`src/rtl/vio_route_tagger.sv`:
```
// -----------------------------------------------------------------------------
// vio_route_tagger
//
// Per-region ingress stage in front of the vFPGA data switch. Each packet of
// the region's outgoing AXI4-Stream gets a 14-bit route word. That word is
// latched from the config register when the packet's first beat is accepted
// and stays constant until tlast. Packets whose destination port (route[5:3])
// does not exist on the switch (dest >= 2*N_ID) are swallowed whole and
// counted. A 2-entry skid buffer (output register + skid register) keeps
// s_axis_tready registered while sustaining one beat per cycle.
//
// Ports
//   aclk, areset            clock, synchronous active-high reset
//   cfg_route_we/_wdata     route config write
//   cfg_route               currently configured (pending) route
//   s_axis_*                user-logic stream in (valid/ready/data/keep/last/id)
//   m_axis_*                stream out to switch sink, m_axis_route = tdest
//   pkt_cnt / drop_cnt      forwarded / dropped packet counters (wrapping)
// -----------------------------------------------------------------------------
module vio_route_tagger #(
    parameter int          DATA_BITS   = 64,
    parameter int          ID_BITS     = 6,
    parameter int          N_ID        = 3,
    parameter logic [13:0] RESET_ROUTE = 14'h0000
) (
    input  logic                   aclk,
    input  logic                   areset,
    input  logic                   cfg_route_we,
    input  logic [13:0]            cfg_route_wdata,
    output logic [13:0]            cfg_route,
    input  logic                   s_axis_tvalid,
    output logic                   s_axis_tready,
    input  logic [DATA_BITS-1:0]   s_axis_tdata,
    input  logic [DATA_BITS/8-1:0] s_axis_tkeep,
    input  logic                   s_axis_tlast,
    input  logic [ID_BITS-1:0]     s_axis_tid,
    output logic                   m_axis_tvalid,
    input  logic                   m_axis_tready,
    output logic [DATA_BITS-1:0]   m_axis_tdata,
    output logic [DATA_BITS/8-1:0] m_axis_tkeep,
    output logic                   m_axis_tlast,
    output logic [ID_BITS-1:0]     m_axis_tid,
    output logic [13:0]            m_axis_route,
    output logic [31:0]            pkt_cnt,
    output logic [31:0]            drop_cnt
);
    localparam int          KEEP_BITS = DATA_BITS / 8;
    localparam int unsigned N_PORTS   = 2 * N_ID;

    typedef enum logic [1:0] {ST_IDLE, ST_PASS, ST_DROP} state_e;

    state_e                 state_q, state_d;
    logic [13:0]            cfg_route_q, cfg_route_d;
    logic [13:0]            route_q, route_d;
    logic                   s_ready_q, s_ready_d;

    logic                   out_vld_q, out_vld_d;
    logic [DATA_BITS-1:0]   out_data_q, out_data_d;
    logic [KEEP_BITS-1:0]   out_keep_q, out_keep_d;
    logic                   out_last_q, out_last_d;
    logic [ID_BITS-1:0]     out_id_q, out_id_d;
    logic [13:0]            out_route_q, out_route_d;

    logic                   skid_vld_q, skid_vld_d;
    logic [DATA_BITS-1:0]   skid_data_q, skid_data_d;
    logic [KEEP_BITS-1:0]   skid_keep_q, skid_keep_d;
    logic                   skid_last_q, skid_last_d;
    logic [ID_BITS-1:0]     skid_id_q, skid_id_d;
    logic [13:0]            skid_route_q, skid_route_d;

    logic [31:0]            pkt_cnt_q, drop_cnt_q;

    logic                   accept, dest_ok, fwd, discard, out_free;
    logic                   pkt_inc, drop_inc;
    logic [13:0]            beat_route;

    // A first beat (IDLE) takes the config value as it stands this cycle, so a
    // coincident config write only affects the following packet.
    always_comb begin
        accept     = s_axis_tvalid & s_ready_q;
        beat_route = (state_q == ST_IDLE) ? cfg_route_q : route_q;
        dest_ok    = 32'(beat_route[5:3]) < N_PORTS;
        fwd        = accept & (((state_q == ST_IDLE) & dest_ok) | (state_q == ST_PASS));
        discard    = accept & (((state_q == ST_IDLE) & ~dest_ok) | (state_q == ST_DROP));
        pkt_inc    = out_vld_q & m_axis_tready & out_last_q;
        drop_inc   = discard & s_axis_tlast;
    end

    // Packet FSM and config register next state
    always_comb begin
        state_d     = state_q;
        route_d     = route_q;
        cfg_route_d = cfg_route_we ? cfg_route_wdata : cfg_route_q;
        case (state_q)
            ST_IDLE: begin
                if (accept) begin
                    route_d = cfg_route_q;
                    if (!s_axis_tlast) begin
                        state_d = dest_ok ? ST_PASS : ST_DROP;
                    end
                end
            end
            ST_PASS, ST_DROP: begin
                if (accept && s_axis_tlast) begin
                    state_d = ST_IDLE;
                end
            end
            default: state_d = ST_IDLE;
        endcase
    end

    // Skid buffer: the output register refills from the skid entry first, so
    // ordering is preserved; a new beat lands in the skid only while the
    // output register is stalled. Ready is computed from the next state so it
    // can be registered without ever overrunning the skid entry.
    always_comb begin
        out_vld_d    = out_vld_q;
        out_data_d   = out_data_q;
        out_keep_d   = out_keep_q;
        out_last_d   = out_last_q;
        out_id_d     = out_id_q;
        out_route_d  = out_route_q;
        skid_vld_d   = skid_vld_q;
        skid_data_d  = skid_data_q;
        skid_keep_d  = skid_keep_q;
        skid_last_d  = skid_last_q;
        skid_id_d    = skid_id_q;
        skid_route_d = skid_route_q;
        out_free     = ~out_vld_q | m_axis_tready;

        if (out_free) begin
            if (skid_vld_q) begin
                out_vld_d   = 1'b1;
                out_data_d  = skid_data_q;
                out_keep_d  = skid_keep_q;
                out_last_d  = skid_last_q;
                out_id_d    = skid_id_q;
                out_route_d = skid_route_q;
                skid_vld_d  = 1'b0;
            end else begin
                out_vld_d = fwd;
                if (fwd) begin
                    out_data_d  = s_axis_tdata;
                    out_keep_d  = s_axis_tkeep;
                    out_last_d  = s_axis_tlast;
                    out_id_d    = s_axis_tid;
                    out_route_d = beat_route;
                end
            end
        end else if (fwd) begin
            skid_vld_d   = 1'b1;
            skid_data_d  = s_axis_tdata;
            skid_keep_d  = s_axis_tkeep;
            skid_last_d  = s_axis_tlast;
            skid_id_d    = s_axis_tid;
            skid_route_d = beat_route;
        end

        s_ready_d = ~skid_vld_d | (state_d == ST_DROP);
    end

    always_ff @(posedge aclk) begin
        if (areset) begin
            state_q     <= ST_IDLE;
            cfg_route_q <= RESET_ROUTE;
            route_q     <= '0;
            s_ready_q   <= 1'b0;
            out_vld_q   <= 1'b0;
            skid_vld_q  <= 1'b0;
            out_route_q <= '0;
            pkt_cnt_q   <= '0;
            drop_cnt_q  <= '0;
        end else begin
            state_q     <= state_d;
            cfg_route_q <= cfg_route_d;
            route_q     <= route_d;
            s_ready_q   <= s_ready_d;
            out_vld_q   <= out_vld_d;
            skid_vld_q  <= skid_vld_d;
            out_route_q <= out_route_d;
            if (pkt_inc) begin
                pkt_cnt_q <= pkt_cnt_q + 32'd1;
            end
            if (drop_inc) begin
                drop_cnt_q <= drop_cnt_q + 32'd1;
            end
        end
    end

    always_ff @(posedge aclk) begin
        out_data_q   <= out_data_d;
        out_keep_q   <= out_keep_d;
        out_last_q   <= out_last_d;
        out_id_q     <= out_id_d;
        skid_data_q  <= skid_data_d;
        skid_keep_q  <= skid_keep_d;
        skid_last_q  <= skid_last_d;
        skid_id_q    <= skid_id_d;
        skid_route_q <= skid_route_d;
    end

    assign cfg_route     = cfg_route_q;
    assign s_axis_tready = s_ready_q;
    assign m_axis_tvalid = out_vld_q;
    assign m_axis_tdata  = out_data_q;
    assign m_axis_tkeep  = out_keep_q;
    assign m_axis_tlast  = out_last_q;
    assign m_axis_tid    = out_id_q;
    assign m_axis_route  = out_route_q;
    assign pkt_cnt       = pkt_cnt_q;
    assign drop_cnt      = drop_cnt_q;

endmodule

```
`config.mk`:
```
export PLATFORM = sky130hd
export DESIGN_NAME = vio_route_tagger
export DESIGN_NICKNAME = d
export VERILOG_FILES = /design/src/rtl/vio_route_tagger.sv
export SDC_FILE = /design/constraint.sdc
export NUM_CORES = 1
export LEC_CHECK = 0
export BUFFER_PORTS_ARGS = -buffer_cell sky130_fd_sc_hd__buf_2
export CAP_MARGIN = 15
export CORE_ASPECT_RATIO = 0.9
export CORE_MARGIN = 5
export CORE_UTILIZATION = 57
export DETAILED_ROUTE_END_ITERATION = 6
export GPL_TIMING_DRIVEN = 0
export PLACE_DENSITY = 0.89
export SLEW_MARGIN = 5
export SYNTH_ARGS = -nofsm -noshare
export SYNTH_HDL_FRONTEND = slang
export SYNTH_SLANG_ARGS = --single-unit
```
`constraint.sdc`:
```
create_clock -name aclk -period 13.08 [get_ports aclk]
set_clock_uncertainty 0.2 [all_clocks]
set_input_delay 0 -clock aclk [delete_from_list [all_inputs] [get_ports aclk]]
set_output_delay 0 -clock aclk [all_outputs]
set_load 0.02 [all_outputs]
```
* Word-level counts from Yosys, hierarchy flattened
Index checks and enable logic that the tools add are counted.
** Cells by class
- $lt $le $gt $ge :: 1
- Add/subtract/negate cells :: 2
- Muxes and demuxes :: 19
- Bitwise operators :: 16
- Reduce and logical (&&, ||, !) cells :: 7
- Equality and inequality tests :: 3
** Operators with widths (count)
- 2-to-1 mux 64 bit :: 2
- adder 32 x 1 -> 32 bit (second input constant) :: 2
- 2-to-1 mux 14 bit :: 3
- 2-to-1 mux 8 bit :: 2
- 2-to-1 mux 6 bit :: 2
- AND 1 bit :: 8
- 2-to-1 mux 2 bit :: 4
- AND reduction 2 bit :: 3
- 2-to-1 mux 1 bit :: 5
- == test 2 bit (second input constant) :: 2
- inverter 1 bit :: 4
- OR 1 bit :: 4
- case mux 2 bit (2 select lines) :: 1
- < comparator 3 bit (second input constant) :: 1
- == test 2 x 1 -> 1 bit (second input constant) :: 1
- logical NOT 2 bit :: 1
- nonzero test 2 bit :: 1
- OR reduction 2 bit :: 1
- logical AND 1 bit :: 1
** Storage, ports and cells
- Flip-flop bits (word level) :: 283

* Depth between registers and ports, before layout
Gate-level depths: netlist of run 1.
- Depth in word-level cells :: 10
- Mapped depth :: 9

* Worst setup path after synthesis of run 1
OpenSTA, ideal clock, no wires.
- Kind :: reg-to-reg
- Start :: reg state_q[0]
- End :: reg skid_data_q[0], enable pin
- Stages on the path, launching flop included :: 7
- Buffers on the path :: 1
- Slack :: 7.358 ns
- Setup time :: 0.546 ns
- Data required time :: 12.334 ns
- Arrival time :: 4.976 ns
- Path through :: dfxtp_1 > inv_1 > ha_1 > buf_2 > a21boi_0 > o21bai_1 > nor2_1
** On the way
- Cells in the longest elaborated chain, start to end :: 7
- Elaborated cells on any way between the ends :: 8
** RTL lines
- start, declared :: RTL line 52 : state_e state_q, state_d;
- start signal, assigned :: RTL line 174 : state_q <= state_d;
- logical NOT 2 bit :: RTL line 81, 83
- 2-to-1 mux 14 bit :: RTL line 81 : beat_route = (state_q == ST_IDLE) ? cfg_route_q : route_q;
- < comparator 3 bit :: RTL line 82 : dest_ok = 32'(beat_route[5:3]) < N_PORTS;
- AND 1 bit :: RTL line 83 : fwd = accept & (((state_q == ST_IDLE) & dest_ok) | (state_q == ST_PASS));
- OR 1 bit (*) :: RTL line 83
- AND 1 bit (*) :: RTL line 83
- AND reduction 2 bit (no line) (*)
- end signal, assigned :: RTL line 195 : skid_data_q <= skid_data_d;
- end, declared :: RTL line 65 : logic [DATA_BITS-1:0] skid_data_q, skid_data_d;
Mark *: on every way between the ends. The rest lies on a longest branch, timed or not.
A chain may end at the register's enable or synchronous reset.

* Final worst setup path of run 1
- Start :: reg state_q[0]
- End :: reg out_id_q[0], in the netlist m_axis_tid[0], enable pin
** On the way
- Cells in the longest elaborated chain, start to end :: 8
- Elaborated cells on any way between the ends :: 9
** RTL lines
- logical NOT 2 bit :: RTL line 81, 83
- 2-to-1 mux 14 bit :: RTL line 81
- < comparator 3 bit :: RTL line 82
- AND 1 bit :: RTL line 83
- OR 1 bit (*) :: RTL line 83
- AND 1 bit (*) :: RTL line 83
- nonzero test 2 bit (no line) (*)
- AND reduction 2 bit (no line) (*)
- end signal, assigned :: RTL line 194 : out_id_q <= out_id_d;
- end, declared :: RTL line 61 : logic [ID_BITS-1:0] out_id_q, out_id_d;
Marks and branches as above.

==> results_dict.tcl, run 1 <==
set metrics [dict create \
    cp_cell_sequence "inv_1 -> ha_1 -> buf_2 -> a21boi_0 -> o21bai_1 -> a21bo_1 -> buf_2 -> buf_2 -> inv_4 -> buf_16" \
    path_class "register to register" \
    worst_pin_slew_ns 0.738 \
    pin_count 271 \
    clock_path_buffers 3 \
    drive_gt1_frac 0.318 \
    synth_top_area_share 0.452 \
    drt-initial-drc-count 824 \
    ys.warnings.count 0 \
    grt_setup_unrepaired "no" \
    fin_crit_sh 0.252 \
    startpoint_type "register" \
    cts_resized 0 \
    syn_area_um2 11400 \
    busiest_layer "met2" \
    syn_to_final_growth_pct 35.3 \
    critPathArrivalTime_ns 3.29 \
    synth_nets 991 \
    clk_pin_slew_ns 0.07 \
    rr_startpoint "state_q[0]" \
    avgSynthCellArea_um2 12.9 \
    dieArea_um2 23000 \
    status "finished, final reports clean" \
    finalHoldViolations 0 \
    drc 0 \
    die_h_um 144 \
    endpoint_kind "register" \
    slew_viol_final 0 \
    hp-class "input pin to register" \
    antenna_found_initial 1 \
    core.rowCount 49 \
    worst_path_largest_cell_delay_ns 0.35 \
    core_um2 19900 \
    timing.rr.end "m_axis_tid[0]" \
    layout_commonest_cell "buf_2" \
    cts_setup_buffers 0 \
    critPathRequiredTime_ns 13.07 \
    post_dp_cell_area_um2 13200 \
    power.density_nw_per_um2 127 \
    gr-usage-met1 0.351 \
    grt_pass1_vias 9393 \
    global_route.usage.met3 0.0598 \
    wire_per_inst_um 21.4 \
    grt_max_degree 65 \
    power.total_mw 1.97 \
    gr-usage-met2 0.532 \
    place.gp.congestion 0.832 \
    fmax_mhz 303 \
    rrSetupSlack_ns 9.78 \
    initial_utilization 0.576 \
    vias 9294 \
    first_pass_iters 5 \
    crit_fanout 64 \
    nNetsFinal 1425 \
    rr_worst_depth 10 \
    yosysUniqueCellTypes 41 \
    seq_area_frac_synth 0.646 \
    cts_tree "done" \
    ir_drop_mv 0.0891 \
    worstPathBufferInverterCount 6 \
    relSlewSlack 0.508 \
    layout_common_cells "buf_2 (276), edfxtp_1 (172), dlygate4sd3_1 (132), dfxtp_1 (111), mux2_2 (100)" \
    cp-startpoint "state_q[0]" \
    crit_path_frequent_cell "buf_2" \
    fin_tns_setup_ns 0 \
    drv_cap 0 \
    grt_use_total 0.291 \
    utilization 0.779 \
    nFillCells 1131 \
    cts-buffers-inserted 28 \
    io_buffer_count 268 \
    routed_wl_um 34300 \
    clkSinkCount 283 \
    crit_family "buffers and inverters" \
    ys_top_cells_by_area "edfxtp_1 (45%), dfxtp_1 (19%), mux2_2 (9.8%)" \
    p_leak_nw 6.00 \
    crit_path_end "m_axis_tid[0]" \
    cp.depth 10 \
    fp.dieW_um 159 \
    root_buffer "clkbuf_16" \
    overflow 0 \
    vias_per_cell 5.81 \
    synth_cells 887 \
    design_area_um2 15500 \
    dp_hpwl_um 20300 \
    period_needed_ns 3.30 \
    htree_num_levels 1 \
    grt_pass1_wl_um 53600 \
    ant_nets 0 \
    setup_viol 0 \
    yosysTopAreaCell "edfxtp_1" \
    synth-seq-cells 283 \
    cp_slowest_cell "dfxtp_1" \
    clk_latency_ns 0.53 \
]
worst min-delay path by stage:
| stage | startpoint | to | slack [ns] | cells past startpoint |
|---|---|---|---|---|
| finish | s_axis_tdata[0] | skid_data_q[0] | 0.01 | 2 |
| global route | s_axis_tdata[0] | skid_data_q[0] | 0.002 | 2 |
| CTS | s_axis_tdata[2] | skid_data_q[2] | 0.00005 | 2 |
| detailed placement | s_axis_tdata[20] | skid_data_q[20] | -0.008 | 1 |
| global placement | s_axis_tdata[53] | skid_data_q[53] | -0.01 | 1 |
| floorplan | s_axis_tdata[0] | skid_data_q[0] | -0.10 | 0 |
flip-flops by register name (all words and copies together) (netlist names), 14 cells and up:
register	flops
cfg_route	14
skid_data_q	64
drop_cnt	32
pkt_cnt	32
m_axis_tdata	64
m_axis_route	14
skid_route_q	14
route_q	14
where the power goes:
group	switching (mW)	internal, mW	leakage, nW
sequential	0.0116	0.970	2.48
clock	0.338	0.493	0.470
combinational	0.0864	0.0737	3.04
Yosys cell counts, drive strengths merged:
| cell | number |
|---|---|
| a31o | 1 |
| edfxtp | 172 |
| nand3b | 1 |
| dfxtp | 111 |
| a21boi | 1 |
| o21ai | 11 |
| and4 | 12 |
| mux2 | 101 |
| nor3 | 1 |
| or3 | 12 |
| a22o | 1 |
| ha | 6 |
| nor2 | 41 |
| a31oi | 2 |
| nor4b | 1 |
| and2 | 7 |
| o21bai | 1 |
| or4 | 29 |
| nor4 | 9 |
| o31ai | 29 |
| a22oi | 2 |
| mux2i | 29 |
| nand2b | 15 |
| clkbuf | 38 |
| buf | 15 |
| xor2 | 12 |
| nand4 | 19 |
| a21oi | 56 |
| a21o | 14 |
| inv | 7 |
| nand3 | 29 |
| nand2 | 79 |
| clkinv | 1 |
| xnor2 | 3 |
| nor2b | 8 |
| o22ai | 2 |
| and3 | 8 |
| a21bo | 1 |
worst register-to-register path: cells and delay by family (launching register included):
kind	cells	cell delay, ns
buffers and inverters	6	1.40
AOI/OAI and AO/OA	3	0.73
DFF	1	0.35
adders and majority gates	1	0.22
area by class of cell:
type	instances	area, um^2	share of cell area
Sequential cell	283	7390	0.478
Multi-Input combinational cell	543	3820	0.247
Timing Repair Buffer	404	2750	0.178
Clock buffer	46	871	0.0563
Tap cell	255	319	0.0206
Buffer	53	209	0.0135
Clock inverter	6	82.6	0.00534
Inverter	8	32.5	0.00210
Antenna cell	1	2.50	0.000162
stage by stage:
step / setup slack, ns / cells / hold slack, ns
floorplan: 7.36 / 887 / -0.101
global placement: 5.15 / 1410 / -0.00976
detailed placement: 9.86 / 1414 / -0.00755
CTS: 9.85 / 1598 / 0.0000478
global route: 9.66 / 1599 / 0.00194
finish: 9.78 / 1599 / 0.0103
logic make-up after synthesis:
family / share of synthesized area
flip-flops: 0.646
multiplexers: 0.125
AO/OA/AOI/OAI: 0.0648
AND/OR/NAND/NOR: 0.125
buffers and inverters: 0.0209
XOR/XNOR: 0.0115
adder cells (fa/ha/maj): 0.00657
metal layers:
metal / wire (um) / vias up
met3: 2610 / 82
met1: 13000 / 4518
li1: - / 4216
met4: 1130 / 0
met5: 0 / -
met2: 17500 / 478
timing repair:
item | 4_1_cts | 5_1_grt
endpoints found under the hold margin | 204 | 0
hold buffers | 132 | 0
endpoints found under the setup margin | 0 | 0
(Power assumes the default switching activity.)
==> inputs of run 2 (changes only) <==
Settings changed: CORE_UTILIZATION 57 to 48, PLACE_DENSITY 0.89 to 0.8.
Clock period 13.08 ns to 2.65 ns, I/O delays scaled along.
==> run 2 against run 1 <==
Sequential power grew to 4.9 times the previous value. Sequential share of layout area fell by 0.71 points. Worst setup slack lost 9.7 ns. First-iteration DRC count down 1.2%. Cell count is 4.1% higher. Routed wire length shrank 3.9%. Utilization fell by 11 points. Count of clock-buffer cells in the layout decreased by 9. Hold slack better by 0.0025 ns. Global-route usage decreased by 5.8 points. Critical endpoint is now m_axis_tdata[29]. Largest cell class unchanged. Largest power group unchanged.
==> results_dict.tcl, run 2 (synthesis results as in run 1) <==
set metrics [dict create \
    fin_ws_ns 0.112 \
    cts-buffers-inserted 28 \
    fp.dieW_um 173 \
    vias 9117 \
    critPathRequiredTime_ns 2.71 \
    worst_path_largest_cell_delay_ns 0.37 \
    grt_pass1_wl_um 51200 \
    cp_cell_sequence "inv_2 -> ha_4 -> buf_6 -> a21boi_2 -> o21bai_4 -> a21bo_1 -> buf_6 -> buf_12 -> clkinvlp_4 -> clkbuf_16" \
    htree_num_levels 1 \
    grt_max_degree 36 \
    power.total_mw 9.49 \
    register_area_um2 7390 \
    relSlewSlack 0.434 \
    layout_common_cells "buf_2 (273), edfxtp_1 (172), dlygate4sd3_1 (148), dfxtp_1 (109), mux2_2 (100)" \
    grt_pass1_vias 9110 \
    grt_use_total 0.233 \
    design_area_um2 15700 \
    clk_pin_slew_ns 0.06 \
    nNetsFinal 1444 \
    placedCellCount 1462 \
    rrSetupSlack_ns 0.11 \
    dp_hpwl_um 20000 \
    die_h_um 156 \
    period_needed_ns 2.54 \
    status "finished, final reports clean" \
    clk_latency_ns 0.53 \
    drc 0 \
    crit_path_frequent_cell "buf_6" \
    overflow 0 \
    wire_per_inst_um 19.8 \
    rr_worst_depth 10 \
    clkSinkCount 283 \
    antenna_found_initial 1 \
    preCtsSetupSlack_ns -0.382 \
    rr_startpoint "state_q[0]" \
    hold_depth 2 \
    dieArea_um2 27000 \
    hp-class "input pin to register" \
    p_sw_mw 2.18 \
    worst_pin_slew_ns 0.850 \
    power.share.sequential 0.510 \
    layout_commonest_cell "buf_2" \
    nFillCells 1628 \
    post_dp_cell_area_um2 13300 \
    internal_power_mw 7.31 \
    drive_gt1_frac 0.317 \
    power.density_nw_per_um2 604 \
    p_comb_frac 0.087 \
    startpoint_type "register" \
    p_leak_nw 6.05 \
    multi_input_area_um2 3850 \
    core.rowCount 53 \
    drv_cap 0 \
    first_pass_iters 6 \
    drt-initial-drc-count 814 \
    min_delay_worst_endpoint "skid_data_q[26]" \
    pin_count 271 \
    instances_no_fill 1664 \
    path_class "register to register" \
    timing.rr.end "m_axis_tdata[29]" \
    routed_wl_um 32900 \
    setup_viol 0 \
    sw_frac_of_total 0.230 \
    place.gp.congestion 0.823 \
    core_um2 23400 \
    finalHoldWorstSlack_ns 0.0128 \
    min_from "s_axis_tdata[26]" \
    p_clk_frac 0.403 \
    fin_crit_sh 0.958 \
    io_buffer_count 268 \
    slew_viol_final 0 \
    worstPathBufferInverterCount 6 \
    vias_per_cell 5.48 \
    cts_tree "done" \
    syn_to_final_growth_pct 37.4 \
    fmax_mhz 394 \
    endpoint_kind "register" \
    clock_path_buffers 3 \
    crit_family "buffers and inverters" \
    ir_drop_mv 0.721 \
    crit_fanout 33 \
    finalHoldViolations 0 \
    critPathArrivalTime_ns 2.60 \
    root_buffer "clkbuf_16" \
    grt_setup_unrepaired "no" \
    ant_nets 0 \
    cp_slowest_cell "dfxtp_2" \
    initial_utilization 0.488 \
]
[run 2: cell types whose count changed in the layout (fill, tap and decap cells not counted), moves of 2 or more]
| cell | change |
|---|---|
| buf_2 | -3 |
| dfxtp_2 | +2 |
| buf_6 | +2 |
| dlygate4sd3_1 | +16 |
| clkinvlp_4 | +2 |
| inv_2 | +2 |
| buf_16 | +2 |
| inv_6 | +2 |
| inv_1 | -2 |
| clkbuf_8 | -7 |
| dfxtp_1 | -2 |
| clkinv_1 | +6 |
[run 2: power by group through the flow]
| stage | registers, mW | clock network, mW | logic (mW) |
|---|---|---|---|
| after floorplan | 5.03 | 0 | 0.241 |
| after global placement | 4.93 | 0 | 0.581 |
| after detailed placement | 4.93 | 0 | 0.610 |
| after CTS | 4.84 | 3.84 | 0.798 |
| after global routing | 4.85 | 4.06 | 0.880 |
| final | 4.84 | 3.83 | 0.825 |
[run 2: repair_timing]
| item | CTS | global route |
|---|---|---|
| hold buffers | 148 | 0 |
| setup buffers | 1 | 0 |
| hold endpoints to repair | 215 | 0 |
| resized for setup | 3 | 2 |
| setup endpoints to repair | 115 | 35 |
| pin swaps | 2 | 0 |
| gates cloned | 1 | 1 |
[run 2: area by class of cell]
type                            count  share of cell area
Clock buffer                       37              0.0487
Timing Repair Buffer              422               0.188
Clock inverter                     14             0.00613
Buffer                             53              0.0151
Multi-Input combinational cell    544               0.245
Antenna cell                        1            0.000159
Sequential cell                   283               0.470
Tap cell                          302              0.0241
Inverter                            8             0.00215
[run 2: per-stage QoR]
step,utilization,setup TNS [ns]
floorplan,-,-73.29
global placement,0.564,-220.35
detailed placement,0.569,-22.82
CTS,0.671,0
global route,0.671,0
finish,0.671,0
[run 2: per-layer routing]
metal	up-vias	routed length [um]	track usage
met5	-	0	0
met4	0	740	0.0516
met3	52	2720	0.0556
met2	426	16200	0.403
met1	4407	13300	0.302
li1	4232	-	-
[run 2: worst max path at each step]
stage               slack, ns       start  cells past startpoint          endpoint
finish                   0.11  state_q[0]                     10  m_axis_tdata[29]
floorplan               -0.55  state_q[0]                      9   m_axis_tdata[0]
CTS                     0.004  state_q[0]                     11  m_axis_tdata[60]
global route             0.02  state_q[0]                     10  m_axis_tdata[29]
global placement        -1.38  state_q[0]                      9  m_axis_tdata[53]
detailed placement      -0.38  state_q[0]                     11  m_axis_tdata[53]
